**config.mk**
```make
export PLATFORM = sky130hd
export DESIGN_NAME = fcoe_crc_step
export DESIGN_NICKNAME = d
export VERILOG_FILES = /design/src/rtl/fcoe_crc_pkg.sv /design/src/rtl/fcoe_crc_chk_step.sv
export SDC_FILE = /design/constraint.sdc
export NUM_CORES = 1
export LEC_CHECK = 0
export CAP_MARGIN = 20
export CORE_MARGIN = 8
export CORE_UTILIZATION = 55
export DETAILED_ROUTE_END_ITERATION = 7
export PLACE_DENSITY = 0.83
export REMOVE_ABC_BUFFERS = 1
export SETUP_SLACK_MARGIN = 0.5
export SKIP_LAST_GASP = 1
export SLEW_MARGIN = 10
export SYNTH_ARGS = -nofsm -noshare
export SYNTH_HDL_FRONTEND = slang
export SYNTH_SLANG_ARGS = --single-unit
```
**constraint.sdc**
```tcl
create_clock -name vclk -period 5.1
set_input_delay 0.51 -clock vclk [all_inputs]
set_output_delay 0.51 -clock vclk [all_outputs]
set_load 0.02 [all_outputs]
```
**src/rtl/fcoe_crc_pkg.sv**
```systemverilog
// -----------------------------------------------------------------------------
// fcoe_crc_pkg
// Shared definitions for the FCoE/Ethernet FCS logic: CRC-32 polynomial,
// default seed and good-frame residue, FSM state type and the CRC update
// functions. The CRC register is kept MSB-first (x^31 term in bit 31) while
// the data is consumed in wire order (byte lane 0 first, bit 0 of each byte
// first). This is why the data word is bit-reversed before it is folded in.
// -----------------------------------------------------------------------------
package fcoe_crc_pkg;

  localparam int               CRC_W         = 32;
  localparam logic [CRC_W-1:0] POLY          = 32'h04C1_1DB7;
  localparam logic [CRC_W-1:0] CRC_INIT_DEF  = 32'hFFFF_FFFF;
  localparam logic [CRC_W-1:0] RESIDUE_DEF   = 32'hC704_DD7B;
  localparam int               MIN_BYTES_DEF = 8;

  typedef enum logic {
    ST_IDLE     = 1'b0,
    ST_IN_FRAME = 1'b1
  } state_e;

  // Advance the register over one 32-bit beat: next = F(q ^ d'), where d' is
  // the beat in wire order aligned so the first wire bit meets q[31].
  function automatic logic [CRC_W-1:0] crc_upd32(input logic [CRC_W-1:0] q,
                                                 input logic [31:0]      d);
    logic [CRC_W-1:0] c;
    for (int i = 0; i < 32; i++) begin
      c[31-i] = q[31-i] ^ d[i];
    end
    for (int i = 0; i < 32; i++) begin
      c = {c[30:0], 1'b0} ^ ({CRC_W{c[31]}} & POLY);
    end
    return c;
  endfunction

  // Advance the register over one byte, bit 0 first.
  function automatic logic [CRC_W-1:0] crc_upd8(input logic [CRC_W-1:0] q,
                                                input logic [7:0]       b);
    logic [CRC_W-1:0] c;
    c = q;
    for (int i = 0; i < 8; i++) begin
      c = {c[30:0], 1'b0} ^ ({CRC_W{c[31] ^ b[i]}} & POLY);
    end
    return c;
  endfunction

endpackage

```
**src/rtl/fcoe_crc_chk_step.sv**
```systemverilog
// -----------------------------------------------------------------------------
// fcoe_crc_step
// Combinational next-value logic for the CRC register.
//   q       in  32  current (or seed) CRC register value
//   data    in  32  beat data, byte lane 0 first on the wire
//   nbytes  in  2   valid bytes minus 1 when full=0 (0 -> 1 byte ... 3 -> 4)
//   full    in  1   1: fold all 4 bytes with the 32-bit equations
//   crc_nxt out 32  next CRC register value
// -----------------------------------------------------------------------------
module fcoe_crc_step
  import fcoe_crc_pkg::*;
(
  input  logic [CRC_W-1:0] q,
  input  logic [31:0]      data,
  input  logic [1:0]       nbytes,
  input  logic             full,
  output logic [CRC_W-1:0] crc_nxt
);

  logic [CRC_W-1:0] s1_s, s2_s, s3_s, s4_s;

  // Byte-serial chain for a partial EOP beat: lanes 0..nbytes in order.
  always_comb begin
    s1_s = crc_upd8(q,    data[7:0]);
    s2_s = crc_upd8(s1_s, data[15:8]);
    s3_s = crc_upd8(s2_s, data[23:16]);
    s4_s = crc_upd8(s3_s, data[31:24]);
  end

  // Select between the parallel word update and the partial chain.
  always_comb begin
    crc_nxt = q;
    if (full) begin
      crc_nxt = crc_upd32(q, data);
    end else begin
      case (nbytes)
        2'd0:    crc_nxt = s1_s;
        2'd1:    crc_nxt = s2_s;
        2'd2:    crc_nxt = s3_s;
        default: crc_nxt = s4_s;
      endcase
    end
  end

endmodule

```
==> report_table.html, run 1 <==
<table>
<tr><th>Metric</th><th>Value</th></tr>
<tr><th colspan="2">Run status</th></tr>
<tr><td>Result of the run</td><td>aborted with a tool error</td></tr>
<tr><td>Stopped at</td><td>global routing</td></tr>
<tr><td>First Err</td><td>[ERROR DPL-0038] Utilization greater than 100%, impossible to legalize</td></tr>
<tr><th colspan="2">Synthesis</th></tr>
<tr><td>Yosys cell types</td><td>between 40 and 50</td></tr>
<tr><td>Top cells by count, synth</td><td>182 x sky130_fd_sc_hd__xnor2_1, 63 x sky130_fd_sc_hd__xor2_1, 52 x sky130_fd_sc_hd__xnor3_1, 30 x sky130_fd_sc_hd__nor2_1, 21 x sky130_fd_sc_hd__nand2_1</td></tr>
<tr><td>Cell taking the most area after synthesis</td><td>sky130_fd_sc_hd__xnor2_1</td></tr>
<tr><td>Post-Synthesis Cell Area</td><td>~5400 sq um</td></tr>
<tr><td>Cell with the most instances after synthesis</td><td>sky130_fd_sc_hd__xnor2_1</td></tr>
<tr><td>Average cell area after synthesis</td><td>about 10 sq um</td></tr>
<tr><td>Synth top area cells</td><td>sky130_fd_sc_hd__xnor2_1 29%, sky130_fd_sc_hd__xnor3_1 22%, sky130_fd_sc_hd__xor2_1 10%, sky130_fd_sc_hd__xnor2_4 4.6%, sky130_fd_sc_hd__xnor2_2 4.5%</td></tr>
<tr><td>Yosys synthesis warning count</td><td>0</td></tr>
<tr><td>Post-synthesis instance total</td><td>approximately 530</td></tr>
<tr><td>Post-synthesis sequential area ratio</td><td>0%</td></tr>
<tr><td>Area share of the leading cell type in the synthesized netlist</td><td>between 20% and 30%</td></tr>
<tr><th colspan="2">Place</th></tr>
<tr><td>HPWL Detailed</td><td>between 15,000 and 20,000 um</td></tr>
<tr><td>Total of buffers placed on input and output ports</td><td>99</td></tr>
<tr><td>Weighted congestion reported at the end of routability-driven placement</td><td>~0.99</td></tr>
<tr><td>Cell count after placement</td><td>between 900 and 1,000</td></tr>
<tr><th colspan="2">Global route</th></tr>
<tr><td>Pin count of the biggest net entering global routing</td><td>54</td></tr>
<tr><th colspan="2">Floorplanning</th></tr>
<tr><td>Die Y-Extent</td><td>around 120 um</td></tr>
<tr><td>Horizontal die dimension</td><td>115 um</td></tr>
<tr><td>Effective utilization at floorplan</td><td>roughly 56%</td></tr>
<tr><td>Standard-cell rows</td><td>36</td></tr>
<tr><td>Boundary Pins</td><td>between 90 and 100</td></tr>
<tr><th colspan="2">Timing</th></tr>
<tr><td>Worst setup endpoint after the global-route repair_timing</td><td>crc_nxt[7]</td></tr>
<tr><td>Pin category terminating the worst setup path after the last repair</td><td>output port</td></tr>
<tr><th colspan="2">Clock tree</th></tr>
<tr><td>Number of buffers inserted by hold repair at cts</td><td>0</td></tr>
</table>
==> kinds of logic after synthesis <==
kind of cell,Yosys count,share of synthesized area (%)
AO/OA/AOI/OAI,86,10.8
AND/OR/NAND/NOR,61,4.55
multiplexers,7,1.32
XOR/XNOR,346,81.1
buffers and inverters,25,2.20
==> through the flow <==
| stage | util (%) | area [sq um] | setup WS [ns] |
|---|---|---|---|
| 4_1_cts | 92.9 | 9000 | 0.491 |
| 3_5_place_dp | 80.6 | 7800 | -0.671 |
| 3_3_place_gp | 80.6 | 7800 | -0.547 |
| 2_1_floorplan | - | 5310 | 0.0224 |
==> timing repair <==
item                                    CTS
resized for setup                       307
endpoints found under the setup margin   32
setup buffers                            73
pin swaps                                85
==> inputs of run 2 (changes only) <==
- CORE_UTILIZATION: 55 -> 40
- PLACE_DENSITY: 0.83 -> not set
- PLACE_DENSITY_LB_ADDON: not set -> 0.15
- SETUP_SLACK_MARGIN: 0.5 -> not set
==> run 2 against run 1 <==
  * The run now ends clean
  * Synthesized cell count unchanged
  * Synthesized area unchanged
==> report_table.html, run 2 <==
<table>
<tr><th>Metric</th><th>Value</th></tr>
<tr><th colspan="2">Timing</th></tr>
<tr><td>Max-slew violation count</td><td>0</td></tr>
<tr><td>Endpoints failing hold</td><td>0</td></tr>
<tr><td>Max-slew headroom</td><td>22.7%</td></tr>
<tr><td>Ratio of final minimum period to clock period</td><td>roughly 100%</td></tr>
<tr><td>Top achievable clock speed</td><td>196 MHz</td></tr>
<tr><td>Unrepaired setup endpoints after global routing</td><td>true</td></tr>
<tr><td>Final WS setup</td><td>around 0.00015 ns</td></tr>
<tr><td>Measured slew at the worst slew-check pin</td><td>around 1.2 ns</td></tr>
<tr><td>Final Setup Violations</td><td>0</td></tr>
<tr><td>Minimum period implied by the final worst setup slack</td><td>approximately 5 ns</td></tr>
<tr><th colspan="2">Global route</th></tr>
<tr><td>Total global routing track utilization</td><td>between 20 and 25%</td></tr>
<tr><td>GRT Residual Overflow</td><td>0</td></tr>
<tr><td>Vias in the first global route</td><td>roughly 5,200</td></tr>
<tr><td>Pin count of the biggest net entering global routing</td><td>54</td></tr>
<tr><td>Initial antenna violation count</td><td>0</td></tr>
<tr><td>Global-route wire length before repair</td><td>around 31,000 um</td></tr>
<tr><th colspan="2">Place</th></tr>
<tr><td>Weighted congestion reported at the end of routability-driven placement</td><td>0.939</td></tr>
<tr><td>Total of buffers placed on input and output ports</td><td>a little under 100</td></tr>
<tr><td>HPWL Detailed</td><td>17,500 um</td></tr>
<tr><td>Post-placement setup slack</td><td>-0.454 ns</td></tr>
<tr><th colspan="2">Route</th></tr>
<tr><td>Number of DRC violations after detailed routing</td><td>0</td></tr>
<tr><td>Wire length per cell after detailed routing</td><td>21.3 um</td></tr>
<tr><td>Total wirelength of the detailed-routed design</td><td>between 20,000 and 25,000 um</td></tr>
<tr><td>Remaining antenna violation count</td><td>0</td></tr>
<tr><td>Detailed-route via count</td><td>between 5,000 and 6,000</td></tr>
<tr><td>Vias per cell</td><td>roughly 5.1</td></tr>
<tr><td>Initial drt markers</td><td>approximately 420</td></tr>
<tr><td>First-pass detailed-route iteration total</td><td>5</td></tr>
<tr><th colspan="2">Finish</th></tr>
<tr><td>Ratio of cells with drive above 1 in the final layout</td><td>36.5%</td></tr>
<tr><td>Most common cell after layout, fill and taps aside</td><td>sky130_fd_sc_hd__buf_4</td></tr>
<tr><td>Filler instances</td><td>~1,200</td></tr>
<tr><td>Post-synthesis to final-layout area growth</td><td>52.3%</td></tr>
<tr><td>Leading cell types in the layout, fill and taps excluded</td><td>192 x sky130_fd_sc_hd__buf_4, 167 x sky130_fd_sc_hd__xnor2_1, 58 x sky130_fd_sc_hd__clkdlybuf4s50_1, 54 x sky130_fd_sc_hd__xor2_1, 41 x sky130_fd_sc_hd__xnor3_1</td></tr>
<tr><td>Seq_cells</td><td>0</td></tr>
<tr><td># diodes</td><td>0</td></tr>
<tr><td>Final Util</td><td>62.3%</td></tr>
<tr><td>Area taken by flip-flops and latches</td><td>0 sq um</td></tr>
<tr><td>Number of clock buffers in the layout</td><td>0</td></tr>
<tr><td>Nets</td><td>867</td></tr>
<tr><th colspan="2">Worst setup path</th></tr>
<tr><td>Kind of launch point of the worst setup path</td><td>input port</td></tr>
<tr><td>CP max FO</td><td>8</td></tr>
<tr><td>Arrival time of data at the critical path endpoint</td><td>about 4.6 ns</td></tr>
<tr><td>WP data required</td><td>about 4.6 ns</td></tr>
<tr><td>Crit path capture type</td><td>output port</td></tr>
<tr><td>Start-to-end type of the worst setup path</td><td>in2out</td></tr>
<tr><th colspan="2">Clock tree</th></tr>
<tr><td>Number of buffers inserted by hold repair at cts</td><td>0</td></tr>
<tr><th colspan="2">Synthesis</th></tr>
<tr><td>Synth top area cells</td><td>sky130_fd_sc_hd__xnor2_1 29%, sky130_fd_sc_hd__xnor3_1 22%, sky130_fd_sc_hd__xor2_1 10%, sky130_fd_sc_hd__xnor2_4 4.6%, sky130_fd_sc_hd__xnor2_2 4.5%</td></tr>
<tr><td>Top cells by count, synth</td><td>182 x sky130_fd_sc_hd__xnor2_1, 63 x sky130_fd_sc_hd__xor2_1, 52 x sky130_fd_sc_hd__xnor3_1, 30 x sky130_fd_sc_hd__nor2_1, 21 x sky130_fd_sc_hd__nand2_1</td></tr>
<tr><td>Yosys cell types</td><td>45</td></tr>
<tr><td>Cell with the most instances after synthesis</td><td>sky130_fd_sc_hd__xnor2_1</td></tr>
<tr><td>Area share of the leading cell type in the synthesized netlist</td><td>about 30%</td></tr>
<tr><td>Cell taking the most area after synthesis</td><td>sky130_fd_sc_hd__xnor2_1</td></tr>
<tr><td>Post-synthesis sequential area ratio</td><td>0%</td></tr>
<tr><td>Post-synthesis instance total</td><td>around 530</td></tr>
<tr><td>Yosys synthesis warning count</td><td>0</td></tr>
<tr><td>Post-Synthesis Cell Area</td><td>5410 sq um</td></tr>
<tr><td>Average cell area after synthesis</td><td>10.3 sq um</td></tr>
<tr><th colspan="2">Floorplanning</th></tr>
<tr><td>Effective utilization at floorplan</td><td>40.9%</td></tr>
<tr><td>Core area</td><td>approximately 13,000 sq um</td></tr>
<tr><td>Standard-cell rows</td><td>42</td></tr>
<tr><td>Die Y-Extent</td><td>about 130 um</td></tr>
<tr><td>Horizontal die dimension</td><td>between 100 and 150 um</td></tr>
<tr><td>Overall die area</td><td>approximately 18,000 sq um</td></tr>
<tr><td>Boundary Pins</td><td>99</td></tr>
<tr><th colspan="2">Min path</th></tr>
<tr><td>Path type of the worst min-delay path</td><td>in2out</td></tr>
<tr><th colspan="2">Run status</th></tr>
<tr><td>Result of the run</td><td>finished clean</td></tr>
<tr><th colspan="2">Job</th></tr>
<tr><td>Maximum Capacitance Violations</td><td>0</td></tr>
</table>
==> run 2: cell counts after synthesis <==
Identical to the previous run, type by type.
==> run 2: worst paths after layout <==
check      start     endpoint  cells past startpoint
max        q[22]  crc_nxt[21]                     12
min    nbytes[0]  crc_nxt[26]                      6
==> run 2: per-layer routing <==
| layer | vias to the layer above | GRT usage [%] | share of wire [%] |
|---|---|---|---|
| li1 | 2335 | - | - |
| met1 | 2464 | 31.3 | 42 |
| met2 | 198 | 38.7 | 48 |
| met3 | 18 | 2.25 | 7.6 |
| met4 | 0 | 3.66 | 1.6 |
| met5 | - | 0 | 0 |
==> run 2: final cells by class <==
| class | instances | area (sq um) | area share (%) |
|---|---|---|---|
| repair buffers | 295 | 2450 | 29.7 |
| multi-input cells | 500 | 5560 | 67.4 |
| well taps | 176 | 220 | 2.67 |
| inverters | 3 | 11.3 | 0.137 |
==> run 2: critical path, stage by stage <==
cell	delay [ns]
sky130_fd_sc_hd__clkdlybuf4s50_1	0.47
sky130_fd_sc_hd__xnor3_1	0.44
sky130_fd_sc_hd__xnor3_2	0.46
sky130_fd_sc_hd__xnor3_1	0.36
sky130_fd_sc_hd__xnor3_2	0.32
sky130_fd_sc_hd__buf_4	0.27
sky130_fd_sc_hd__xnor3_1	0.53
sky130_fd_sc_hd__xnor2_2	0.25
sky130_fd_sc_hd__xnor2_1	0.14
sky130_fd_sc_hd__o21ai_0	0.11
sky130_fd_sc_hd__and3_1	0.19
sky130_fd_sc_hd__clkdlybuf4s50_1	0.54
==> run 2: cells by family (layout without fill, tap and decap cells) <==
logic type	Yosys count	after routing	synth area share [%]
buf+inv	25	298	2.20
xor+xnor	346	346	81.1
simple gates	61	61	4.55
compound gates	86	86	10.8
mux	7	7	1.32
==> run 2: through the flow <==
step                std cells  hold WS (ns)  area [sq um]  setup TNS, ns
floorplan                 503          1.10          5310              0
global placement          953          2.17          7840          -9.61
detailed placement        953          2.15          7840         -10.41
CTS                       967          1.91          8100         -0.657
global route              974          1.83          8240         -0.118
finish                    974          1.78          8240              0
==> run 2: timing repair <==
item / 4_1_cts / 5_1_grt
buffers inserted: 14 / 7
hold endpoints to repair: 0 / 0
gates resized for setup: 79 / 40
setup endpoints to repair: 32 / 30
pin swaps: 14 / 13
Power of run 2 is left out: the tool's default activity adds up to more than one toggle a clock period on the data nets, which glitch-free logic cannot reach.
==> inputs of run 3 (changes only) <==
- REMOVE_ABC_BUFFERS: 1 -> not set
==> run 3 against run 2 <==
  * Fmax up 0.56%
  * Setup slack better by 0.028 ns
  * Critical endpoint is now crc_nxt[26]
  * Non-clock buffer count is 18 higher
  * Count of clock-buffer cells in the layout did not move
  * First-iteration DRC count decreased by 32%
  * Core utilization rose by 1.5 points
==> report_table.html, run 3 (synthesis gave the netlist of run 2 again) <==
<table>
<tr><th>Metric</th><th>Value</th></tr>
<tr><th colspan="2">Route</th></tr>
<tr><td>Number of DRC violations after detailed routing</td><td>0</td></tr>
<tr><td>Detailed-route via count</td><td>between 4,000 and 5,000</td></tr>
<tr><td>Remaining antenna violation count</td><td>0</td></tr>
<tr><td>Initial drt markers</td><td>about 280</td></tr>
<tr><td>Wire length per cell after detailed routing</td><td>20.6 um</td></tr>
<tr><td>Total wirelength of the detailed-routed design</td><td>between 20,000 and 25,000 um</td></tr>
<tr><td>Vias per cell</td><td>roughly 5</td></tr>
<tr><td>First-pass detailed-route iteration total</td><td>5</td></tr>
<tr><th colspan="2">Global route</th></tr>
<tr><td>Top Usage Layer GRT</td><td>met2</td></tr>
<tr><td>GRT Residual Overflow</td><td>0</td></tr>
<tr><td>Initial antenna violation count</td><td>0</td></tr>
<tr><td>Pin count of the biggest net entering global routing</td><td>40</td></tr>
<tr><td>Global-route track usage on met2</td><td>about two fifths</td></tr>
<tr><td>Global-route wire length before repair</td><td>roughly 31,000 um</td></tr>
<tr><td>Vias in the first global route</td><td>between 5,000 and 6,000</td></tr>
<tr><td>Total global routing track utilization</td><td>between 20% and 30%</td></tr>
<tr><td>Met3 global-route usage</td><td>approximately 3.4%</td></tr>
<tr><td>GR Layer Usage met1</td><td>between 30% and 40%</td></tr>
<tr><th colspan="2">Worst setup path</th></tr>
<tr><td>Ordered list of cells on the worst path</td><td>clkdlybuf4s50_1 -&gt; xor2_1 -&gt; buf_4 -&gt; xnor3_2 -&gt; xnor3_2 -&gt; xor2_4 -&gt; xnor3_2 -&gt; xnor3_2 -&gt; xnor2_4 -&gt; buf_4 -&gt; xnor3_1 -&gt; o21ai_1 -&gt; a22oi_1 -&gt; clkdlybuf4s15_1</td></tr>
<tr><td>WP depth</td><td>14</td></tr>
<tr><td>Critical path destination</td><td>crc_nxt[26]</td></tr>
<tr><td>Kind of launch point of the worst setup path</td><td>input port</td></tr>
<tr><td>Crit path capture type</td><td>output port</td></tr>
<tr><td>Cell with the largest stage delay on the worst path</td><td>sky130_fd_sc_hd__xnor3_2</td></tr>
<tr><td>Buffering stage count on the worst path with inverters included</td><td>4</td></tr>
<tr><td>Kind of cell adding the most delay to the critical path</td><td>XOR/XNOR gates</td></tr>
<tr><td>WP data required</td><td>about 4.6 ns</td></tr>
<tr><td>Cell occurring most often along the worst timing path</td><td>sky130_fd_sc_hd__xnor3_2</td></tr>
<tr><td>Start-to-end type of the worst setup path</td><td>in2out</td></tr>
<tr><td>Arrival time of data at the critical path endpoint</td><td>about 4.6 ns</td></tr>
<tr><td>Delay of the slowest cell on the worst path</td><td>around 0.50 ns</td></tr>
<tr><td>CP max FO</td><td>4</td></tr>
<tr><td>Startpoint of the most critical setup path</td><td>q[30]</td></tr>
<tr><th colspan="2">Finish</th></tr>
<tr><td>Post-synthesis to final-layout area growth</td><td>55.9%</td></tr>
<tr><td>Most common cell after layout, fill and taps aside</td><td>sky130_fd_sc_hd__buf_4</td></tr>
<tr><td>Count of non-filler cells in the finished layout</td><td>992</td></tr>
<tr><td>Area taken by flip-flops and latches</td><td>0 sq um</td></tr>
<tr><td>Ratio of cells with drive above 1 in the final layout</td><td>~38%</td></tr>
<tr><td>Nets</td><td>just under 900</td></tr>
<tr><td>Filler instances</td><td>around 1,200</td></tr>
<tr><td>Number of clock buffers in the layout</td><td>0</td></tr>
<tr><td>Seq_cells</td><td>0</td></tr>
<tr><td># diodes</td><td>0</td></tr>
<tr><td>Leading cell types in the layout, fill and taps excluded</td><td>203 x sky130_fd_sc_hd__buf_4, 165 x sky130_fd_sc_hd__xnor2_1, 56 x sky130_fd_sc_hd__xor2_1, 55 x sky130_fd_sc_hd__clkdlybuf4s50_1, 44 x sky130_fd_sc_hd__xnor3_1</td></tr>
<tr><th colspan="2">Timing</th></tr>
<tr><td>Measured slew at the worst slew-check pin</td><td>1.10 ns</td></tr>
<tr><td>Unrepaired setup endpoints after global routing</td><td>true</td></tr>
<tr><td>Endpoints failing hold</td><td>0</td></tr>
<tr><td>Final Setup Violations</td><td>0</td></tr>
<tr><td>Post-route setup TNS</td><td>0 ns</td></tr>
<tr><td>Minimum period implied by the final worst setup slack</td><td>between 5 and 6 ns</td></tr>
<tr><td>Top achievable clock speed</td><td>a little under 200 MHz</td></tr>
<tr><td>Max-slew violation count</td><td>0</td></tr>
<tr><td>Ratio of final minimum period to clock period</td><td>99.4%</td></tr>
<tr><td>Max-slew headroom</td><td>a little over a quarter</td></tr>
<tr><th colspan="2">Floorplanning</th></tr>
<tr><td>Overall die area</td><td>about 18,000 sq um</td></tr>
<tr><td>Horizontal die dimension</td><td>~130 um</td></tr>
<tr><td>Effective utilization at floorplan</td><td>about two fifths</td></tr>
<tr><td>Core area</td><td>~13,000 sq um</td></tr>
<tr><td>Die Y-Extent</td><td>about 130 um</td></tr>
<tr><td>Standard-cell rows</td><td>between 40 and 50</td></tr>
<tr><td>Boundary Pins</td><td>between 90 and 100</td></tr>
<tr><th colspan="2">Synthesis</th></tr>
<tr><td>Post-synthesis net count</td><td>a little under 600</td></tr>
<tr><th colspan="2">Place</th></tr>
<tr><td>HPWL Detailed</td><td>17,400 um</td></tr>
<tr><td>Weighted congestion reported at the end of routability-driven placement</td><td>0.922</td></tr>
<tr><td>Total of buffers placed on input and output ports</td><td>99</td></tr>
<tr><td>Cell count after placement</td><td>956</td></tr>
<tr><th colspan="2">Run status</th></tr>
<tr><td>Result of the run</td><td>finished clean</td></tr>
<tr><th colspan="2">Job</th></tr>
<tr><td>Maximum Capacitance Violations</td><td>0</td></tr>
<tr><th colspan="2">Min path</th></tr>
<tr><td>Path type of the worst min-delay path</td><td>in2out</td></tr>
<tr><td>Min-Delay Startpoint</td><td>nbytes[0]</td></tr>
</table>
run 3: cell types whose count changed in the layout (fill, tap and decap cells not counted), sizes merged:
cell / change
buf: +22
dlymetal6s2s: -2
clkbuf: -2
clkdlybuf4s15: +3
clkdlybuf4s50: -3
run 3: area by class of cell:
| class | count | area (sq um) | area share (%) |
|---|---|---|---|
| Multi-Input combinational cell | 500 | 5550 | 65.7 |
| Timing Repair Buffer | 313 | 2660 | 31.6 |
| Tap cell | 176 | 220 | 2.61 |
| Inverter | 3 | 11.3 | 0.133 |
run 3: timing repair:
item / CTS / global route
hold buffers: 0 / 0
resized for setup: 95 / 40
endpoints found under the setup margin: 32 / 27
buffers inserted: 22 / 14
pin swaps: 25 / 15
run 3: through the flow:
stage	area (sq um)	worst slack (ns)	hold slack [ns]	utilization [%]
6_report	8440	0.0285	1.72	63.7
5_1_grt	8440	-0.121	1.76	63.7
4_1_cts	8210	-0.0984	1.82	62.0
3_5_place_dp	7900	-0.580	2.04	59.6
3_3_place_gp	7900	-0.568	2.05	59.6
2_1_floorplan	5410	0.253	1.26	-
run 3: worst min path at each step:
| stage | to | slack, ns | cells past startpoint |
|---|---|---|---|
| 2_1_floorplan | crc_nxt[31] | 1.26 | 3 |
| 3_3_place_gp | crc_nxt[31] | 2.05 | 4 |
| 3_5_place_dp | crc_nxt[31] | 2.04 | 4 |
| 4_1_cts | crc_nxt[0] | 1.82 | 4 |
| 5_1_grt | crc_nxt[1] | 1.76 | 4 |
| 6_report | crc_nxt[1] | 1.72 | 4 |
run 3: per-layer routing:
metal / wire length, um / share of wire [%]
met5: 0 / 0
met4: 463 / 2.3
met3: 1110 / 5.4
met2: 9710 / 48
met1: 9130 / 45
Power of run 3 is left out for the same reason.
